==> config.mk <==
export PLATFORM = sky130hd
export DESIGN_NAME = tt_hold_timer
export DESIGN_NICKNAME = d
export VERILOG_FILES = /design/src/rtl/tt_hold_timer.sv
export SDC_FILE = /design/constraint.sdc
export NUM_CORES = 1
export LEC_CHECK = 0
export BUFFER_PORTS_ARGS = -buffer_cell sky130_fd_sc_hd__buf_2
export CAP_MARGIN = 30
export CORE_AREA = 2 2 39 41
export CTS_BUF_LIST = sky130_fd_sc_hd__clkbuf_16
export CTS_CLUSTER_SIZE = 8
export DETAILED_ROUTE_END_ITERATION = 8
export DIE_AREA = 0 0 41 43
export PLACE_DENSITY = 0.36
export SYNTH_ARGS = -nofsm -noshare
export SYNTH_HDL_FRONTEND = slang
export SYNTH_SLANG_ARGS = --single-unit
==> constraint.sdc <==
create_clock -name clk_i -period 1.3 [get_ports clk_i]
set_input_delay 0.065 -clock clk_i [delete_from_list [all_inputs] [get_ports clk_i]]
set_output_delay 0.065 -clock clk_i [all_outputs]
set_load 0.02 [all_outputs]
==> src/rtl/tt_hold_timer.sv <==
// Reloading down-counter: pulses tc_o on the last cycle of each HOLD_CYCLES-long hold.
module tt_hold_timer #(
   parameter int unsigned HOLD_CYCLES = 10
) (
   input  logic clk_i,
   input  logic rst_i,
   input  logic clear_i,
   input  logic en_i,
   output logic tc_o
);

   localparam int unsigned CNT_W = $clog2(HOLD_CYCLES + 1);
   localparam logic [CNT_W-1:0] LOAD = CNT_W'(HOLD_CYCLES - 1);

   logic [CNT_W-1:0] cnt_q;
   logic [CNT_W-1:0] cnt_d;

   always_comb begin
      cnt_d = cnt_q;
      if (clear_i) begin
         cnt_d = LOAD;
      end else if (en_i) begin
         cnt_d = (cnt_q == '0) ? LOAD : cnt_q - CNT_W'(1);
      end
   end

   assign tc_o = en_i && !clear_i && (cnt_q == '0);

   always_ff @(posedge clk_i) begin
      if (rst_i) begin
         cnt_q <= '0;
      end else begin
         cnt_q <= cnt_d;
      end
   end

endmodule

==> results summary, run 1 <==
The number of instances in the placed design came out at 39. Setup repair after global routing could not meet its margin everywhere. After detailed routing, the total wire length is 407 um. Traced cell by cell, the critical path runs through nor4b_4 -> nor3b_2 -> buf_4. The number of top-level design ports came out at 5.

Once detail routing completed, the nets flagged for antenna violations numbered 0. For this run, the register share of the synthesized area comes to 0.403. The smallest clock period supported by the final layout is computed as 1270 ps. The part of the cycle the worst path needs is 0.976. The launch point of the critical path is cnt_q[1]. The largest net degree at the start of global routing is 5. The clock reaches the later pin of the worst-skew pair after 220 ps. The die footprint is 0.00176 sq mm. The peak per-stage delay on the critical path is 330 ps. The number of buffer and inverter instances along the worst setup path is 1. The per-instance average area after synthesis came out at 10.5 sq um. The number of cells on the critical path came out at 3.

The first-pass GRT wire length is 669 um. The number of buffers added to fix hold violations after cts came out at 0. The actual slew at the worst max-slew pin came out at 226 ps.

The run finished with clean final reports. The number of antenna repair diodes is 0. The number of global-route vias before repair is 153. The detailed router placed 173 vias in this run. The endpoint identified for the worst register-to-register timing path is cnt_q[2]. The average wire per standard cell is 9.47 um.

The via count normalized by instance count came out at 4.02. The initial antenna violation count is 0. In the final layout, the registers with the most flip-flops are cnt_q x4. The number of rows created at floorplan came out at 14. The count of final hold-check violations came out at 0.

The required time of the worst setup path is 1240 ps. The share of final-layout standard cells stronger than drive strength 1 is 0.519. The max-slew violation count is 0. The net count of the finished layout is 33. The slack of the worst reg-to-reg path is 160 ps. The placed wire-length estimate after detailed placement is 292 um. The DRC violation total after the first TritonRoute iteration is 2. The number of buffers inserted during clock tree synthesis is 3.

The synthesized netlist occupies a cell area of 199 sq um. The count of H-tree levels built during CTS came out at 1. The worst slew margin relative to its limit is 0.849. The worst setup path is captured at a primary output. For this run, the number of standard cells in the final layout without fillers is 43. The final routed DRC violation total is 0.

Global routing finished with a remaining overflow of 0. The number of different library cells used by synthesis comes to 15. The number of nets produced by synthesis came out at 23. The count of buffers inserted at the top-level ports came out at 4.

The final worst clock skew came out at 0.422 ps. The global routing usage summed across all routing layers came out at 0.0683. The post-synthesis register bit count came out at 4. The library cell contributing the largest single delay on the critical path is dfxtp_2.

The number of filler cells placed in the layout is 148. The die extent in x is 41 um. The first detailed-routing pass ran for 2 iterations. The min-delay analysis places its worst path in the category in2reg.

The final-report setup violation count is 0. The critical path endpoint is tc_o. The cell leakage power is 0.132 nW. The category of cells accounting for the largest share of critical-path delay is simple AND/OR/NAND/NOR gates. The sum of internal, switching and leakage power came out at 0.000669 W. Along the worst path, the maximum fanout reaches 4. The area growth from synthesis to layout is 66.7%. The flip-flop count of the largest register after layout came out at 4. Measured in cells, the most critical reg-to-reg path has a length of 4.

The post-synthesis cell count came out at 19. The clock input transition at the sequential cells of the worst setup and hold paths is 30 ps. The initial core utilization is 0.144. The total area inside the core boundary comes to 0.00138 sq mm.

The number of warnings printed during yosys synthesis came out at 0. Dividing total power by cell area gives a power density of 2020 mW/mm^2. Clock tree synthesis selected as its root buffer the cell clkbuf_16. The register with the most flip-flops in the final layout is cnt_q. Across the VDD grid, the largest voltage drop is 621 uV. The congestion estimate from routability-driven global placement came to 0.649. The longest clock path from root to sink contains 2 buffers.

The critical path is of the reg2out type. The floorplan step set the die height to 43 um. TritonCTS built the clock tree. The worst setup path is launched from a flop.

The max capacitance violation total is 0. The worst register-to-register path begins at cnt_q[1]. STA puts the critical path data arrival time at 1200 ps. The clock drives 4 sinks. Derived from the worst setup path, the maximum achievable clock frequency is 788 MHz.
[Yosys cell counts]
library cell,number,area share
xnor2_1,1,0.044
or2b_1,1,0.038
a21oi_1,1,0.025
nand2b_4,1,0.069
inv_1,1,0.019
dfxtp_1,4,0.40
nand2_1,2,0.038
nor2_1,1,0.019
a31oi_1,1,0.031
nor3b_1,1,0.038
or3_1,1,0.031
a211oi_2,1,0.063
a211oi_1,1,0.038
o21ai_0,1,0.025
nor4b_4,1,0.12
[metal layers]
| layer | vias to the layer above | share of wire | track usage |
|---|---|---|---|
| met5 | - | 0 | 0 |
| met4 | 0 | 0.098 | 0.120 |
| met3 | 5 | 0.091 | 0.0314 |
| met2 | 8 | 0.32 | 0.0563 |
| met1 | 75 | 0.49 | 0.0839 |
| li1 | 85 | - | - |
[report_power, final]
| part | internal (W) | switching, W |
|---|---|---|
| logic | 0.0000279 | 0.0000207 |
| clock network | 0.000393 | 0.0000868 |
| registers | 0.000131 | 0.00000904 |
[kinds of logic after synthesis]
logic type	share of synthesized area
simple gates	0.352
compound gates	0.182
flops	0.403
xor+xnor	0.0440
buf+inv	0.0188
[per-stage QoR]
| step | hold WS (ps) | worst slack, ps | area [sq um] | TNS [ps] | utilization |
|---|---|---|---|---|---|
| after global routing | 69.7 | -15.3 | 332 | -15.3 | 0.240 |
| after detailed placement | 288 | 161 | 239 | 0 | 0.173 |
| final | 53.6 | 31.4 | 332 | 0 | 0.240 |
| after floorplan | 130 | 37.0 | 199 | 0 | - |
| after global placement | 282 | 162 | 239 | 0 | 0.173 |
| after CTS | 55.9 | 5.00 | 327 | 0 | 0.236 |
[area by class of cell]
type / instances / area [sq um] / area share
clock buffers: 3 / 75.1 / 0.226
well taps: 16 / 20.0 / 0.0604
repair buffers: 5 / 30.0 / 0.0906
inverters: 1 / 3.75 / 0.0113
multi-input cells: 14 / 120 / 0.362
flip-flops and latches: 4 / 82.6 / 0.249
[worst min-delay path by stage]
stage,startpoint,end,slack (ps),cells past startpoint
detailed placement,rst_i,cnt_q[1],290,2
global placement,rst_i,cnt_q[1],280,2
floorplan,rst_i,cnt_q[1],130,1
CTS,rst_i,cnt_q[1],60,2
finish,rst_i,cnt_q[1],50,2
global route,rst_i,cnt_q[1],70,2
[layout by cell type (no fill, tap or decap), drive strengths merged, types with 2 or more instances in the layout]
| cell | instances |
|---|---|
| dfxtp | 4 |
| buf | 5 |
| a211oi | 2 |
| clkbuf | 3 |
| nand2 | 2 |
[repair_timing]
item | CTS | global route
gates cloned | 0 | 0
pin swaps | 1 | 1
setup endpoints to repair | 1 | 1
resized for setup | 1 | 3
buffers inserted | 1 | 0
hold endpoints to repair | 0 | 0
Note: power is estimated with default switching activity, not from simulation.
==> run 2: changes to the inputs <==
==> constraint.sdc (replaced) <==
create_clock -name clk_i -period 1.5 [get_ports clk_i]
set_input_delay 0.075 -clock clk_i [delete_from_list [all_inputs] [get_ports clk_i]]
set_output_delay 0.075 -clock clk_i [all_outputs]
set_load 0.02 [all_outputs]
==> run 2 against run 1 <==
Against the previous run: final cell count decreased by 2.3%; critical path depth unchanged; register-to-register slack improved by 230 ps; global-route usage decreased by 0.61 points; combinational power decreased by 24%; highest routed layer unchanged; core utilization decreased by 1.3 points; critical endpoint unchanged.
==> results summary, run 2 (synthesized netlist as in run 1, its figures left out) <==
The first-pass GRT wire length is 607 um (-9.3%). The count of H-tree levels built during CTS came to 1 (unchanged). The number of filler cells placed in the layout is 144 (-2.7%). The initial core utilization is 0.144 (unchanged). The via count normalized by instance count came out at 3.86 (-4.1%). The area growth from synthesis to layout is 57.9%.

Traced cell by cell, the critical path runs through nor4b_4 -> nor3b_1 -> buf_2. The initial antenna violation count came to 0 (unchanged). The net count of the finished layout is 32 (-3.0%). The area of combinational cells with multiple inputs came out at 115 sq um (-4.2%). Clock tree synthesis selected as its root buffer the cell clkbuf_16.

The worst setup path is launched from a flop. The number of top-level design ports is 5 (unchanged). The final routed DRC violation total is 0 (unchanged).

The cell leakage power came out at 0.124 nW (-6.0%). The worst hold path begins at rst_i. The worst slack after detailed placement came out at 379 ps (+218 ps). The number of buffer and inverter instances along the worst setup path is 1 (unchanged).

The share of final-layout standard cells stronger than drive strength 1 came out at 0.385 (-0.134). The combinational group share of total power came out at 0.065 (-0.008). The worst register-to-register path begins at cnt_q[0]. The number of antenna repair diodes was 0 (unchanged). For the finished layout, the period the worst path requires is 1350 ps. The number of buffers inserted during clock tree synthesis is 3 (unchanged). The setup total negative slack is 0 ps (unchanged). The worst slew margin relative to its limit came out at 0.823 (-0.0263). The final routed wirelength across all metal layers came out at 340 um (-16%). The worst-path maximum fanout is 3 (-1). Static timing analysis puts the maximum clock frequency at 742 MHz. The clock input transition at the sequential cells of the worst setup and hold paths is 30 ps (about the same). The internal power component is 0.000474 W (-14%).

The global route total overflow is 0 (unchanged). In the layout the commonest cells are dfxtp_1, buf_2, clkbuf_16, nand2_1. The number of detailed-route iterations in the first pass was 3 (+1). The average wire per standard cell is 8.10 um (-14%). The last weighted congestion value of the routability-driven placer is 0.650 (+0.18%). TritonCTS built the clock tree.

The part of the cycle the worst path needs is 0.899. The die footprint came out at 0.00176 sq mm (unchanged). The total number of vias came to 162 (-6.4%). The clock sink total is 4 (unchanged). The sequential cell area is 80.1 sq um (-3.0%). The critical path starts at cnt_q[2].

Setup repair after global routing left no endpoint under its margin. The required time of the worst setup path came to 1420 ps (+180 ps). The placed wire-length estimate after detailed placement is 251 um (-14%). The number of antenna-violating nets in the routed design came out at 0 (unchanged). The die height came out at 43 um (unchanged).

The number of buffers added to fix hold violations after cts was 0 (unchanged). The final worst clock skew came out at 0.868 ps (+0.446 ps). The maximum buffer depth of the clock tree came out at 2 (unchanged). The switching part of the total power is 0.165 (-0.00965).

The clock insertion delay at the later pin of the skew report is 220 ps (about the same). The max-slew violation count came out at 0 (unchanged). The total of cells resized after clock tree synthesis came out at 0 (-1). The slack of the worst reg-to-reg path came out at 390 ps (+230 ps).

The number of global-route vias before repair was 153 (unchanged). The post-CTS setup repair buffer count is 0 (-1). In this run the worst hold path is classified as in2reg.

The DRC violation total after the first TritonRoute iteration came to 3 (+1). The flip-flop count of the largest register after layout is 4 (unchanged). The start-to-end type of the worst setup path is reg2out. More flip-flops sit in one register than any other, and that register is cnt_q.

The count of final hold-check violations came out at 0 (unchanged). The sequential cell fraction of total power is 0.212 (+0.002). The count of buffers inserted at the top-level ports came to 4 (unchanged). The flow ran to the end, and the final reports show no timing, DRC or antenna violations. The peak ir drop on the vdd network is 621 uV (about the same). The peak per-stage delay on the critical path is 330 ps (about the same). The max capacitance violation total was 0 (unchanged). STA classifies the critical path endpoint as a primary output. The number of rows created at floorplan is 14 (unchanged). The part of the total power dissipated in the clock network was 0.723 (+0.006).

The actual slew at the worst max-slew pin came to 265 ps (+39.3 ps). The global routing usage summed across all routing layers is 0.0622 (-0.00609). On the critical path, the stage with the largest delay is an instance of dfxtp_1. The net switching power of the design is 0.0000934 W (-20%).

The die extent in x came out at 41 um (unchanged). The core area is 0.00138 sq mm (unchanged). The largest registers in the layout are cnt_q x4. The largest net degree at the start of global routing came out at 5 (unchanged). The final-report setup violation count came out at 0 (unchanged). The category of cells accounting for the largest share of critical-path delay is simple AND/OR/NAND/NOR gates.

The data arrival at the endpoint of the critical path came out at 1270 ps (+70 ps). The cell area power density is 1810 mW/mm^2 (-10%). The worst setup margin is 152 ps (+120 ps).
-- run 2: cell types whose count changed in the layout (fill, tap and decap cells not counted), sizes merged --
cell  change
buf       -1
-- run 2: metrics by stage --
stage / utilization / hold slack (ps) / power, W / instances / area, sq um
after floorplan: - / 140 / 0.000147 / 19 / 199
after detailed placement: 0.173 / 295 / 0.000159 / 39 / 239
after global routing: 0.227 / 77.5 / 0.000590 / 42 / 314
after CTS: 0.227 / 65.1 / 0.000576 / 42 / 314
after global placement: 0.173 / 295 / 0.000159 / 39 / 239
final: 0.227 / 65.8 / 0.000568 / 42 / 314
-- run 2: worst paths after layout --
check / to / depth (start not counted)
max: tc_o / 3
max reg2reg: cnt_q[1] / 3
min: cnt_q[1] / 2
min reg2reg: cnt_q[2] / 2
-- run 2: worst register-to-register path, cell delays in order, from the launching register on --
cell and delay, ps:
dfxtp_1 330, nand2b_4 160, or3_1 360, a211oi_2 190
-- run 2: per-layer routing --
metal,GRT usage,part of all wire,up-vias
li1,-,-,83
met3,0.0628,0.15,4
met1,0.0643,0.45,67
met5,0,0,-
met4,0.0800,0.062,0
met2,0.0563,0.33,8
-- run 2: cell type report --
| type | count | share of cell area |
|---|---|---|
| multi-input cells | 14 | 0.367 |
| flip-flops and latches | 4 | 0.255 |
| clock buffers | 3 | 0.239 |
| repair buffers | 4 | 0.0637 |
| well taps | 16 | 0.0637 |
| inverters | 1 | 0.0120 |
-- run 2: power groups by stage --
stage               combinational, W  clock [W]  sequential [W]
floorplan                  0.0000260          0        0.000121
global placement           0.0000374          0        0.000122
detailed placement         0.0000372          0        0.000122
CTS                        0.0000375   0.000418        0.000120
global route               0.0000409   0.000427        0.000122
finish                     0.0000369   0.000410        0.000120
==> run 3: changes to the inputs <==
--- a/config.mk
+++ b/config.mk
@@ -12,7 +12,6 @@
 export CTS_CLUSTER_SIZE = 8
 export DETAILED_ROUTE_END_ITERATION = 8
 export DIE_AREA = 0 0 41 43
-export PLACE_DENSITY = 0.36
 export SYNTH_ARGS = -nofsm -noshare
 export SYNTH_HDL_FRONTEND = slang
 export SYNTH_SLANG_ARGS = --single-unit
==> run 3 against run 2 <==
Against the previous run: non-clock buffer count unchanged; core utilization unchanged; sequential power about the same; die area unchanged; critical path depth unchanged; critical path type unchanged; clock power up 2%; routed wire length up 17%; combinational power about the same.
==> results summary, run 3 (synthesized netlist as in run 1, its figures left out) <==
The flow ran to the end, and the final reports show no timing, DRC or antenna violations. The number of rows created at floorplan was 14 (unchanged). The number of buffers added to fix hold violations after cts came out at 0 (unchanged). The worst-path maximum fanout came out at 3 (unchanged). The count of buffers inserted at the top-level ports is 4 (unchanged). The largest net degree at the start of global routing came out at 5 (unchanged). The global route total overflow was 0 (unchanged). The worst slew margin relative to its limit is 0.821 (-0.00167).

The global routing usage summed across all routing layers came out at 0.0702 (+0.00796). The part of the cycle the worst path needs is 0.897 (-0.00136). The clock input transition at the sequential cells of the worst setup and hold paths came to 30 ps (about the same).

The number of standard cells in the layout, taps in and fillers out is 42 (unchanged). The CTS tree is yes. The post-CTS setup repair buffer count came out at 0 (unchanged). The tree is rooted in a clkbuf_16. The last weighted congestion value of the routability-driven placer came out at 0.729 (+12%). The number of instances in the placed design came out at 39 (unchanged). The peak ir drop on the vdd network came to 478 uV (-23%). The initial core utilization is 0.144 (unchanged). The final-report setup violation count is 0 (unchanged). The worst hold path belongs to the class in2reg.

The average wire per standard cell came to 9.45 um (+17%). Setup repair after global routing left no endpoint under its margin. The setup total negative slack is 0 ps (unchanged). The die footprint came to 0.00176 sq mm (unchanged). The post-layout minimum cycle time is 1350 ps (-2.04 ps). The endpoint type of the worst setup path is a primary output. The number of buffers inserted during clock tree synthesis came out at 3 (unchanged).

The fmax was 743 MHz (+0.15%). The placed wire-length estimate after detailed placement was 287 um (+15%). The die extent in x came out at 41 um (unchanged). The count of final hold-check violations came to 0 (unchanged). The die height came out at 43 um (unchanged). The max-slew violation count is 0 (unchanged). The total number of vias was 162 (unchanged).

The number of antenna repair diodes came out at 0 (unchanged). The required time of the worst setup path came out at 1420 ps (about the same). The total of cells resized after clock tree synthesis came out at 0 (unchanged).

The register with the most flip-flops in the final layout is cnt_q. The final worst clock skew is 1.70 ps (+0.828 ps). STA classifies the critical path startpoint as a flop.

The max capacitance violation total is 0 (unchanged). The clock insertion delay at the later pin of the skew report is 230 ps (about the same). The flip-flop count of the largest register after layout came out at 4 (unchanged). The net count of the finished layout was 32 (unchanged). The cell depth of the worst hold path is 2 (unchanged).

The DRC violation total after the first TritonRoute iteration is 0 (-3). The maximum buffer depth of the clock tree is 2 (unchanged). The via count normalized by instance count came out at 3.86 (unchanged).

The area growth from synthesis to layout is 57.9% (unchanged). The final routed DRC violation total came to 0 (unchanged). The count of H-tree levels built during CTS is 1 (unchanged). The number of cells on the worst reg-to-reg path came out at 3 (unchanged). The final routed wirelength across all metal layers came out at 397 um (+17%). The data arrival at the endpoint of the critical path is 1270 ps (about the same).

The cell area power density came out at 1840 mW/mm^2 (+1.7%). The number of detailed-route iterations in the first pass was 1 (-2). The core area came out at 0.00138 sq mm (unchanged).

The number of global-route vias before repair came to 132 (-14%). In the final layout, the registers with the most flip-flops are cnt_q x4. Leaving out fill and tap cells, the most frequent cells in the layout are dfxtp_1, buf_2, clkbuf_16, nand2_1. The clock sink total was 4 (unchanged). The number of filler cells placed in the layout is 148 (+2.8%).

The first-pass GRT wire length came to 662 um (+9.1%). The initial antenna violation count came out at 0 (unchanged). The share of final-layout standard cells stronger than drive strength 1 is 0.385 (unchanged).

The cell leakage power came out at 0.124 nW (unchanged). The critical path in this run is classified as reg2out. The actual slew at the worst max-slew pin is 267 ps (+2.49 ps). The number of antenna-violating nets in the routed design came out at 0 (unchanged). The number of top-level design ports was 5 (unchanged).
-- run 3: cell counts in the layout (fill, tap and decap cells not counted) --
No cell type changed its count.
-- run 3: area by class of cell --
| type | instances | area (sq um) | share of cell area |
|---|---|---|---|
| repair buffers | 4 | 20.0 | 0.0637 |
| clock buffers | 3 | 75.1 | 0.239 |
| multi-input cells | 14 | 115 | 0.367 |
| flip-flops and latches | 4 | 80.1 | 0.255 |
| well taps | 16 | 20.0 | 0.0637 |
| inverters | 1 | 3.75 | 0.0120 |
-- run 3: stage by stage --
stage	hold WS [ps]	power [W]	area (sq um)	util	setup slack, ps
final	65.3	0.000577	314	0.227	154
after global routing	76.3	0.000600	314	0.227	81.7
after CTS	62.6	0.000586	314	0.227	137
after detailed placement	299	0.000160	239	0.173	375
after global placement	301	0.000159	239	0.173	381
after floorplan	140	0.000147	199	-	227
-- run 3: path summary, 6_finish.rpt --
path | start | endpoint | slack [ps]
setup reg to reg | cnt_q[0] | cnt_q[1] | 410
setup / recovery | cnt_q[2] | tc_o | 150
hold reg to reg | cnt_q[3] | cnt_q[2] | 510
hold / removal | rst_i | cnt_q[1] | 70
-- run 3: power by group --
| group | switching [W] | internal [W] |
|---|---|---|
| clock | 0.0000784 | 0.000341 |
| sequential | 0.00000736 | 0.000113 |
| combinational | 0.0000166 | 0.0000206 |
-- run 3: critical path, stage by stage, from the launching register on --
cell	delay, ps
dfxtp_1	330
nor4b_4	340
nor3b_1	200
buf_2	180
-- run 3: routing by layer --
layer	global-route usage	share of wire
met2	0.0563	0.43
met3	0.0785	0.091
met4	0.0800	0.035
met5	0	0
met1	0.0801	0.45
